`src/rtl/sj_video_timing_gen.sv`:
```
// Video timing generator: H/V pixel counters, blanking/sync decode, pixel-phase shifter,
// scroll-load strobes, VBL interrupt, line-compare pulse and frame counter.
module sj_video_timing_gen #(
  parameter logic [8:0]  H_START    = 9'd128,
  parameter logic [8:0]  H_END      = 9'd511,
  parameter logic [8:0]  H_ACTIVE   = 9'd256,
  parameter logic [8:0]  H_SYNC_ON  = 9'd160,
  parameter logic [8:0]  H_SYNC_OFF = 9'd192,
  parameter logic [8:0]  H_VINC     = 9'd496,
  parameter logic [8:0]  V_START    = 9'd248,
  parameter logic [8:0]  V_END      = 9'd511,
  parameter logic [8:0]  V_BL_ON    = 9'd496,
  parameter logic [8:0]  V_BL_OFF   = 9'd272,
  parameter logic [8:0]  V_SYNC_ON  = 9'd256,
  parameter logic [8:0]  V_SYNC_OFF = 9'd511,
  parameter int unsigned PH_LEN     = 8,
  parameter int unsigned NUM_SCROLL = 3,
  parameter int unsigned SCROLL_W   = 3
) (
  input  logic                  clkm_48MHZ,
  input  logic                  RESET_n,
  input  logic                  pix_ce,
  input  logic                  HINV,
  input  logic                  VINV,
  input  logic [7:0]            Z80A_DATABUS,
  input  logic [NUM_SCROLL-1:0] scroll_wr,
  input  logic [8:0]            line_cmp,
  output logic [8:0]            SB_HN,
  output logic [7:0]            SB_H,
  output logic [7:0]            SB_V,
  output logic [PH_LEN-1:0]     PH,
  output logic                  HBL,
  output logic                  VBL,
  output logic                  BLANK,
  output logic                  HSYNC,
  output logic                  VSYNC,
  output logic [NUM_SCROLL-1:0] SNLD,
  output logic                  vbl_irq,
  output logic                  line_hit,
  output logic [7:0]            frame_cnt
);

  logic [8:0]                               hpix_q, hpix_d;
  logic [8:0]                               vpix_q, vpix_d;
  logic                                     vadv;
  logic [PH_LEN-1:0]                        ph_q, ph_d;
  logic                                     vbl_q, vbl_d;
  logic                                     vbl_prev_q;
  logic                                     vload_q;
  logic [NUM_SCROLL-1:0][SCROLL_W-1:0]      latch_q, latch_d;
  logic [NUM_SCROLL-1:0]                    snld_q, snld_d;
  logic                                     vbl_irq_q;
  logic                                     line_hit_q;
  logic [7:0]                               frame_q, frame_d;

  always_comb begin
    hpix_d  = hpix_q;
    vpix_d  = vpix_q;
    vadv    = 1'b0;
    ph_d    = ph_q;
    vbl_d   = vbl_q;
    frame_d = frame_q;
    snld_d  = snld_q;

    if (pix_ce) begin
      hpix_d = (hpix_q == H_END) ? H_START : hpix_q + 9'd1;
      ph_d   = {ph_q[PH_LEN-2:0], ~(hpix_q[2] & hpix_q[1])};
      if (hpix_q == H_VINC) begin
        vadv = 1'b1;
        if (vpix_q == V_END) begin
          vpix_d  = V_START;
          frame_d = frame_q + 8'd1;
        end else begin
          vpix_d = vpix_q + 9'd1;
        end
      end
      // Compare against the latch value held before any write in this same clock.
      for (int i = 0; i < int'(NUM_SCROLL); i++) begin
        snld_d[i] = (latch_q[i] != hpix_d[SCROLL_W-1:0]);
      end
    end

    // Set has priority so equal on/off lines leave VBL asserted.
    if (vadv) begin
      if (vpix_d == V_BL_ON) begin
        vbl_d = 1'b1;
      end else if (vpix_d == V_BL_OFF) begin
        vbl_d = 1'b0;
      end
    end

    for (int i = 0; i < int'(NUM_SCROLL); i++) begin
      latch_d[i] = scroll_wr[i] ? Z80A_DATABUS[SCROLL_W-1:0] : latch_q[i];
    end
  end

  always_ff @(posedge clkm_48MHZ or negedge RESET_n) begin
    if (!RESET_n) begin
      hpix_q     <= H_START;
      vpix_q     <= V_START;
      ph_q       <= '0;
      vbl_q      <= 1'b0;
      vbl_prev_q <= 1'b0;
      vload_q    <= 1'b0;
      latch_q    <= '0;
      snld_q     <= '0;
      vbl_irq_q  <= 1'b0;
      line_hit_q <= 1'b0;
      frame_q    <= '0;
    end else begin
      hpix_q     <= hpix_d;
      vpix_q     <= vpix_d;
      ph_q       <= ph_d;
      vbl_q      <= vbl_d;
      vbl_prev_q <= vbl_q;
      vload_q    <= vadv;
      latch_q    <= latch_d;
      snld_q     <= snld_d;
      frame_q    <= frame_d;
      vbl_irq_q  <= vbl_q & ~vbl_prev_q;
      // Only a freshly loaded line can hit, so a mid-line line_cmp change never pulses.
      line_hit_q <= vload_q & (vpix_q == line_cmp);
    end
  end

  logic [9:0] hpix_x, vpix_x;
  assign hpix_x = {1'b0, hpix_q};
  assign vpix_x = {1'b0, vpix_q};

  assign SB_HN     = hpix_q;
  assign SB_H      = hpix_q[7:0] ^ {8{HINV}};
  assign SB_V      = vpix_q[7:0] ^ {8{VINV}};
  assign PH        = ph_q;
  assign HBL       = (hpix_q < H_ACTIVE);
  assign VBL       = vbl_q;
  assign BLANK     = HBL | vbl_q;
  assign HSYNC     = (hpix_x >= {1'b0, H_SYNC_ON}) && (hpix_x <= {1'b0, H_SYNC_OFF});
  assign VSYNC     = (vpix_x >= {1'b0, V_SYNC_ON}) && (vpix_x <= {1'b0, V_SYNC_OFF});
  assign SNLD      = snld_q;
  assign vbl_irq   = vbl_irq_q;
  assign line_hit  = line_hit_q;
  assign frame_cnt = frame_q;

endmodule

```
`config.mk`:
```
export PLATFORM = sky130hd
export DESIGN_NAME = sj_video_timing_gen
export DESIGN_NICKNAME = d
export VERILOG_FILES = /design/src/rtl/sj_video_timing_gen.sv
export SDC_FILE = /design/constraint.sdc
export NUM_CORES = 1
export LEC_CHECK = 0
export BUFFER_PORTS_ARGS = -buffer_cell sky130_fd_sc_hd__buf_2
export CAP_MARGIN = 0
export CORE_AREA = 2 2 74 76
export DETAILED_ROUTE_END_ITERATION = 10
export DIE_AREA = 0 0 76 78
export PLACE_DENSITY = 0.8
export SLEW_MARGIN = 20
export SYNTH_ARGS = -nofsm -noshare
export SYNTH_HDL_FRONTEND = slang
export SYNTH_SLANG_ARGS = --single-unit
```
`constraint.sdc`:
```
create_clock -name clkm_48MHZ -period 3.76 [get_ports clkm_48MHZ]
set_input_delay 0.376 -clock clkm_48MHZ [delete_from_list [all_inputs] [get_ports clkm_48MHZ]]
set_output_delay 0.376 -clock clkm_48MHZ [all_outputs]
set_load 0.01 [all_outputs]
```
Word-level counts from Yosys, hierarchy flattened
Cells that the tools add are included.
{"block": "classes", "addsub": 3, "n_lt_le_gt_ge": 5, "eq_ne": 9, "muxes": 8, "bitwise": 8, "reduce_logical": 5}
{"cell": "== test 9 bit, second input constant", "count": 5}
{"cell": "2-to-1 mux 9 bit", "count": 4}
{"cell": "adder 9 x 1 -> 9 bit, second input constant", "count": 2}
{"cell": "XOR 8 bit", "count": 2}
{"cell": "== test 9 bit", "count": 1}
{"cell": "greater-or-equal comparator 9 x 8 -> 1 bit, second input constant", "count": 1}
{"cell": "greater-or-equal comparator 9 bit, second input constant", "count": 1}
{"cell": "less-or-equal comparator 9 x 8 -> 1 bit, second input constant", "count": 1}
{"cell": "less-or-equal comparator 9 bit, second input constant", "count": 1}
{"cell": "< comparator 9 bit, second input constant", "count": 1}
{"cell": "!= test 3 bit", "count": 3}
{"cell": "adder 8 x 1 -> 8 bit, second input constant", "count": 1}
{"cell": "2-to-1 mux 1 bit", "count": 4}
{"cell": "bitwise AND 1 bit", "count": 3}
{"cell": "AND reduction 3 bit", "count": 1}
{"cell": "logical AND 1 bit", "count": 2}
{"cell": "inverter 1 bit", "count": 2}
{"cell": "AND reduction 2 bit", "count": 1}
{"cell": "nonzero test 2 bit", "count": 1}
{"cell": "OR 1 bit", "count": 1}
{"block": "totals", "register_bits": 51, "in_bits": 25, "output_inout_bits": 51, "elab_cells": 51}

Depth between registers and ports, before layout
Gate-level depths: netlist (run 1).
{"block": "logic_depth", "depth_word": 7, "mapped_depth": 10, "mapped_depth_nobuf": 10}

Least setup slack after synthesis (run 1)
OpenSTA, ideal clock, no wires.
{"block": "synth_timing", "path_type": "reg2reg", "startpoint": "register vpix_q[4]", "endpoint": "register vbl_q, in the netlist VBL", "setup_time_ps": 128, "t_arrival_ps": 2061, "t_required_ps": 3632, "slack_ps": 1572, "path_stages_with_launch": 10, "n_path_buf": 1, "period_less_slack_ps": 2188, "cell_sequence": "dfstp_2 -> clkbuf_1 -> nand4_1 -> nor2_1 -> ha_1 -> inv_1 -> and4_1 -> and3_1 -> a31oi_1 -> a21oi_1"}
{"block": "synth_via", "elab_chain_cells": 7, "elab_cells_between_ends": 10, "cone_classes": "add/sub (1); eq/ne (3); mux (4); reduce/logical (2)"}
{"element": "start: declaration", "line": "44", "text": "logic [8:0] vpix_q, vpix_d;"}
{"element": "start signal: assignment", "line": "112", "text": "vpix_q <= vpix_d;"}
{"element": "adder 9 x 1 -> 9 bit or == test 9 bit (tied branches)", "line": "74, 70"}
{"element": "2-to-1 mux 9 bit", "line": "70", "text": "if (vpix_q == V_END) begin"}
{"element": "2-to-1 mux 9 bit", "line": "68", "text": "if (hpix_q == H_VINC) begin"}
{"element": "2-to-1 mux 9 bit *", "line": "65", "text": "if (pix_ce) begin"}
{"element": "== test 9 bit, on equally long branches", "line": "85, 87"}
{"element": "nonzero test 2 bit (no line)"}
{"element": "AND reduction 2 bit (no line)"}
{"element": "end signal: assignment", "line": "114", "text": "vbl_q <= vbl_d;"}
{"element": "end: declaration", "line": "47", "text": "logic vbl_q, vbl_d;"}
Mark *: on every way between the ends. The rest lies on a longest branch, timed or not.
A chain may end at the register's enable or synchronous reset.

Final worst setup path (run 1)
{"block": "layout_timing", "startpoint": "register vpix_q[0]", "endpoint": "output port VSYNC"}
{"block": "layout_via", "elab_chain_cells": 2, "elab_cells_between_ends": 3, "cone_classes": "order compare (2); reduce/logical (1)"}
{"element": "greater-or-equal comparator 9 bit or less-or-equal comparator 9 bit (tied branches)", "line": "138", "text": "assign VSYNC = (vpix_x >= {1'b0, V_SYNC_ON}) && (vpix_x <= {1'b0, V_SYNC_OFF});"}
{"element": "logical AND 1 bit *", "line": "138"}
{"element": "end: declaration", "line": "36", "text": "output logic VSYNC,"}
Marked as above.

==> results of run 1 <==
## state kept, by name, summed over array words and instances, names as in the netlist
name / cells
PH: 8
SB_HN: 9
SNLD: 3
VBL: 1
frame_cnt: 8
latch_q: 9
line_hit: 1
vbl_irq: 1
vbl_prev_q: 1
vload_q: 1
vpix_q: 9
## worst min path at each step
stage / endpoint / slack (ns)
finish: PH[1]$_DFFE_PN0P_ / 0.08
floorplan: PH[0]$_DFFE_PN0P_ / 0.08
CTS: latch_q[2]$_DFFE_PN0P_ / 0.11
global route: PH[2]$_DFFE_PN0P_ / 0.13
detailed placement: vbl_irq$_DFF_PN0_ / 0.39
global placement: vbl_irq$_DFF_PN0_ / 0.38
## where the power goes
part	internal (mW)	switching, mW	total [mW]
registers	0.645	0.108	0.753
clock network	0.134	0.185	0.319
logic	0.235	0.243	0.478
## synth_stat cells (2+ instances only)
| cell type | instances | area [µm²] |
|---|---|---|
| nand2_1 | 15 | 56.3 |
| xnor2_1 | 28 | 245 |
| a31oi_1 | 4 | 25.0 |
| o21ai_0 | 2 | 10.0 |
| mux2_2 | 17 | 191 |
| mux2_1 | 2 | 22.5 |
| inv_1 | 9 | 33.8 |
| ha_1 | 8 | 100 |
| buf_6 | 3 | 33.8 |
| nand4_1 | 8 | 50.1 |
| dfstp_2 | 6 | 158 |
| o2bb2ai_1 | 2 | 17.5 |
| and3_1 | 8 | 50.1 |
| nor2_4 | 2 | 22.5 |
| xor2_1 | 20 | 175 |
| nor3_1 | 5 | 25.0 |
| a21oi_1 | 5 | 25.0 |
| o21ai_1 | 6 | 30.0 |
| a21oi_2 | 2 | 17.5 |
| nor2b_1 | 2 | 12.5 |
| clkbuf_1 | 8 | 30.0 |
| nand3_1 | 11 | 55.1 |
| a41oi_1 | 3 | 26.3 |
| dfrtp_1 | 45 | 1130 |
| nor2_1 | 15 | 56.3 |
| buf_2 | 5 | 25.0 |
## layout make-up
class | instances | share of cell area [%]
Tap cell | 70 | 2.70
Clock buffer | 6 | 2.24
Clock inverter | 2 | 0.502
Multi-Input combinational cell | 184 | 42.9
Inverter | 10 | 1.16
Timing Repair Buffer | 70 | 10.9
Sequential cell | 51 | 39.6
## logic make-up (layout without fill, tap and decap cells)
family,count (synthesis),in the layout
adder cells (fa/ha/maj),8,8
AO/OA/AOI/OAI,33,33
multiplexers,19,19
flip-flops,51,51
XOR/XNOR,48,48
AND/OR/NAND/NOR,76,76
buffers and inverters,27,88
## metrics by stage
stage,cells,power (mW),utilization (%),hold slack (ns),instance area [µm²]
3_3_place_gp,385,1.23,62.4,0.380,3150
2_1_floorplan,262,1.08,-,0.0804,2800
5_1_grt,393,1.65,64.2,0.131,3240
6_report,393,1.55,64.2,0.0848,3240
4_1_cts,393,1.57,64.2,0.107,3240
3_5_place_dp,385,1.25,62.5,0.391,3150
## worst register-to-register path: cells and delay by family (launching register included)
family / cells / cell delay, ns
AO/OA/AOI/OAI: 2 / 0.22
adder cells (fa/ha/maj): 2 / 0.61
buffers and inverters: 1 / 0.12
flip-flops: 1 / 0.47
AND/OR/NAND/NOR: 4 / 0.95
## routing by layer
metal	wire length (µm)	track usage [%]	share of wire, %	up-vias
met1	2410	24.5	45	989
met5	0	0	0	-
met4	73	6.00	1.4	0
met3	208	3.72	3.9	8
met2	2610	33.1	49	49
li1	-	-	-	1026
==> flow_summary.yaml, run 1 <==
outcome:
  status: "finished clean"
floorplanning:
  ioPinCount: 76
  start_util_pct: 55.6
  die_w_um: 76
  fp.dieArea_mm2: 0.00593
  die_h_um: 78
  row_count: 26
  coreArea_mm2: 0.00504
clocking:
  clkTransAtPathRegs_ns: 0.10
  clk_latency_ns: 0.31
  root_buffer: "clkbuf_8"
  cts_buffers: 5
  cts_setup_buffers: 0
  htreeDepth: 2
  cts_max_path_buffers: 2
  cts-resized-gates: 0
  cts_tree: "done"
  holdBufCountCts: 0
  clock_sinks: 51
setup_path:
  cp_cell_sequence: "ha_1, nand4_1, nor2_1, ha_1, o31a_1, buf_2"
  regToRegEndpoint: "VBL$_DFFE_PN0P_"
  required_ns: 3.38
  r2r_cells: 9
  crit_top_cell: "ha_1"
  crit_path_start_kind: "flip-flop"
  cp-end-kind: "output pin"
  crit_fanout: 7
  cp-endpoint: "VSYNC"
  cp_num_cells: 6
  crit_slowest_cell: "dfrtp_1"
  crit_type: "flip-flop to output pin"
  crit_family: "adder cells"
  worstSetupStartpoint: "vpix_q[0]$_DFF_PN0_"
  path_buf_inv: 1
  r2r-start: "vpix_q[0]$_DFF_PN0_"
  cp_slowest_stage_delay_ns: 0.47
  r2r_slack_ns: 1.27
  arrival_ns: 2.31
global_route:
  grt_pass1_vias: 1996
  antenna_found_initial: 0
  grt_start_max_net_pins: 52
  grt_first_pass_wirelength_mm: 9.27
  grtUsageTotal_pct: 19.2
  grt-ovfl-total: 0
drt:
  via_count: 2072
  drt_iter0_drc: 117
  dr.pass1.iters: 4
  wirelength_mm: 5.30
  via_per_inst: 5.27
  route.detailed.drc: 0
  routedWlPerCell_um: 13.5
  antenna_left: 0
timing:
  relSlewSlack_pct: 57.8
  setup_tns_ns: 0
  rsz0062_at_grt: "no"
  finalSetupViolations: 0
  fin_worst_skew_ns: 0.0151
  finalHoldViolCount: 0
  setup_slack_ns: 1.08
  tightest_slew_ns: 0.634
  slew_viol_final: 0
  fin_crit_ns: 2.68
  fin_crit_sh_pct: 71.3
  max_freq_ghz: 0.373
finish:
  nFillCells: 411
  final_cell_mix: "buf_2 (69), dfrtp_1 (45), xnor2_1 (28)"
  antennaDiodeCount: 0
  area_delta_synth_final_pct: 15.5
  final_common_cell: "buf_2"
  nNetsFinal: 355
  layout-drive-gt1-share_pct: 33.4
  multi_input_area_mm2: 0.00139
  seqCellArea_mm2: 0.00128
pwr:
  peakVddDrop_mv: 0.330
  p_per_area_mw_per_mm2: 479
  power.leakage_nw: 1.46
place:
  place_congestion: 0.826
  dpl_worst_slack_ns: 1.35
  io_buffers: 70
  dp_hpwl_mm: 3.91
synthesis:
  netlist_instances: 262
  synth_edf_count: 0
  synth_top_family_by_area: "XOR/XNOR gates"
  synthFlopType: "dfrtp_1"
  ys_warn_count: 0
  synth_fp_nets: 295
  synth-adder-area-share_pct: 3.57
  yosys.cell_types.count: 47
  synth_mux_area_share_pct: 7.63
  yosysSeqAreaShare_pct: 45.8
  syn_area_per_cell_um2: 10.7
  yosys.area_share.simple_pct: 14.9
  ys_seq_elements: 51
  syn_area_mm2: 0.00280
  synth-compound-area-share_pct: 8.39
  async_flop_share_pct: 100
  synthXorXnorAreaFrac_pct: 15.0
hold_path:
  hp-class: "input pin to async pin"
flow_run:
  max_cap_violations: 0
Power figures use the tool's default switching activity.
==> run 2: changes to the inputs <==
--- a/config.mk
+++ b/config.mk
@@ -7,10 +7,10 @@
 export LEC_CHECK = 0
 export BUFFER_PORTS_ARGS = -buffer_cell sky130_fd_sc_hd__buf_2
 export CAP_MARGIN = 0
-export CORE_AREA = 2 2 74 76
+export CORE_AREA = 2 2 81 83
 export DETAILED_ROUTE_END_ITERATION = 10
-export DIE_AREA = 0 0 76 78
-export PLACE_DENSITY = 0.8
+export DIE_AREA = 0 0 83 85
+export PLACE_DENSITY = 0.7
 export SLEW_MARGIN = 20
 export SYNTH_ARGS = -nofsm -noshare
 export SYNTH_HDL_FRONTEND = slang
==> constraint.sdc (replaced) <==
create_clock -name clkm_48MHZ -period 2.15 [get_ports clkm_48MHZ]
set_input_delay 0.215 -clock clkm_48MHZ [delete_from_list [all_inputs] [get_ports clkm_48MHZ]]
set_output_delay 0.215 -clock clkm_48MHZ [all_outputs]
set_load 0.01 [all_outputs]
==> run 2 against run 1 <==
Net effect:
- sequential power rose by 65%
- clock-buffer cell count fell by 1
- register-to-register slack got worse by 1.1 ns
- worst setup slack got worse by 0.97 ns
- wire length rose by 9.6%
- critical endpoint unchanged
- power rose by 84%
==> flow_summary.yaml, run 2 (synthesis results as in run 1) <==
floorplanning:
  die_w_um: 83
  die_h_um: 85
  fp.dieArea_mm2: 0.00706
  coreArea_mm2: 0.00620
  row_count: 29
  ioPinCount: 76
  start_util_pct: 45.2
timing:
  fin_worst_skew_ns: 0.00897
  fin_crit_ns: 2.04
  rsz0062_at_grt: "no"
  slew_viol_final: 0
  max_freq_ghz: 0.490
  finalSetupViolations: 0
  setup_tns_ns: 0
  finalHoldViolCount: 0
  setup_slack_ns: 0.110
  fin_crit_sh_pct: 94.9
  relSlewSlack_pct: 65.4
  tightest_slew_ns: 0.520
clocking:
  clk_latency_ns: 0.31
  root_buffer: "clkbuf_8"
  clkTransAtPathRegs_ns: 0.10
  cts_buffers: 5
  clock_sinks: 51
  cts_max_path_buffers: 2
  htreeDepth: 2
  cts_tree: "done"
finish:
  final_cell_mix: "buf_2 (70), dfrtp_1 (45), xnor2_1 (28)"
  antennaDiodeCount: 0
  final_common_cell: "buf_2"
  stdcell_count: 423
  area_delta_synth_final_pct: 23.7
  post-route-cell-area_mm2: 0.00347
  nNetsFinal: 378
  layout-drive-gt1-share_pct: 39.0
place:
  post_dp_cell_area_mm2: 0.00334
  place_congestion: 0.890
  placed_cells: 414
  dpl_worst_slack_ns: 0.0989
  io_buffers: 70
  dp_hpwl_mm: 4.43
drt:
  via_count: 2198
  dr.pass1.iters: 4
  route.detailed.drc: 0
  antenna_left: 0
  via_per_inst: 5.20
  drt_iter0_drc: 88
  wirelength_mm: 5.81
  routedWlPerCell_um: 13.7
global_route:
  antenna_found_initial: 0
  grt-ovfl-total: 0
  grt_first_pass_wirelength_mm: 10.0
  grtUsageTotal_pct: 17.3
  grt_start_max_net_pins: 31
  grt_pass1_vias: 2117
setup_path:
  regToRegEndpoint: "SNLD[0]$_DFFE_PN0P_"
  r2r_cells: 7
  crit_path_start_kind: "flip-flop"
  r2r-start: "SB_HN[0]$_DFFE_PN0P_"
  r2r_slack_ns: 0.13
  required_ns: 1.93
  crit_type: "flip-flop to output pin"
  cp-end-kind: "output pin"
  crit_fanout: 7
  arrival_ns: 1.83
hold_path:
  min_path_cells: 4
  min_to: "line_hit$_DFF_PN0_"
  hp-start: "line_cmp[4]"
  hp-class: "input pin to flip-flop"
outcome:
  status: "finished clean"
pwr:
  peakVddDrop_mv: 0.446
  power.leakage_nw: 1.58
  p_per_area_mw_per_mm2: 822
flow_run:
  max_cap_violations: 0
## run 2: per-layer routing
metal	GRT usage, %	share of wire [%]	vias up
met2	28.4	47	69
met1	22.7	47	1059
li1	-	-	1066
met5	0	0	-
met3	4.28	5.2	4
met4	5.37	0.95	0
## run 2: worst max path at each step
| stage | to | start | cells after the start |
|---|---|---|---|
| 4_1_cts | VSYNC | vpix_q[5]$_DFF_PN1_ | 5 |
| 3_3_place_gp | VBL$_DFFE_PN0P_ | SB_HN[7]$_DFFE_PN1P_ | 6 |
| 5_1_grt | VSYNC | vpix_q[0]$_DFF_PN0_ | 6 |
| 3_5_place_dp | VBL$_DFFE_PN0P_ | SB_HN[7]$_DFFE_PN1P_ | 6 |
| 2_1_floorplan | VBL$_DFFE_PN0P_ | vpix_q[4]$_DFF_PN1_ | 9 |
| 6_report | VSYNC | vpix_q[0]$_DFF_PN0_ | 6 |
## run 2: area by class of cell
class | count | area (µm²)
Clock buffer | 5 | 68.8
Clock inverter | 3 | 26.3
Fill cell | 571 | 2740
Inverter | 10 | 37.5
Multi-Input combinational cell | 184 | 1420
Sequential cell | 51 | 1280
Tap cell | 77 | 96.3
Timing Repair Buffer | 93 | 538
## run 2: through the flow
| step | hold WS (ns) | utilization (%) | total power [mW] |
|---|---|---|---|
| finish | 0.154 | 55.9 | 2.85 |
| global route | 0.148 | 55.9 | 3.05 |
| CTS | 0.147 | 55.5 | 2.89 |
| detailed placement | 0.218 | 53.8 | 2.28 |
| global placement | 0.218 | 53.8 | 2.25 |
| floorplan | -0.0806 | - | 1.88 |
## run 2: report_power, final
group | leakage (nW) | internal [mW] | switching [mW] | total, mW
Sequential | 0.593 | 1.13 | 0.110 | 1.24
Clock | 0.0495 | 0.243 | 0.353 | 0.596
Combinational | 0.939 | 0.487 | 0.528 | 1.02
Total | 1.58 | 1.86 | 0.992 | 2.85
## run 2: worst max-delay path, cell delays in order (launching register included)
cell	delay (ns)
dfrtp_1	0.40
ha_1	0.21
nand4_1	0.18
nor2_4	0.09
ha_4	0.19
o31a_1	0.30
buf_2	0.14
## run 2: timing repair
action                                  CTS  global route
buffers inserted                          0             0
hold endpoints to repair                 15             0
endpoints found under the setup margin    0             4
hold buffers                              1             0
resized for setup                         0             5
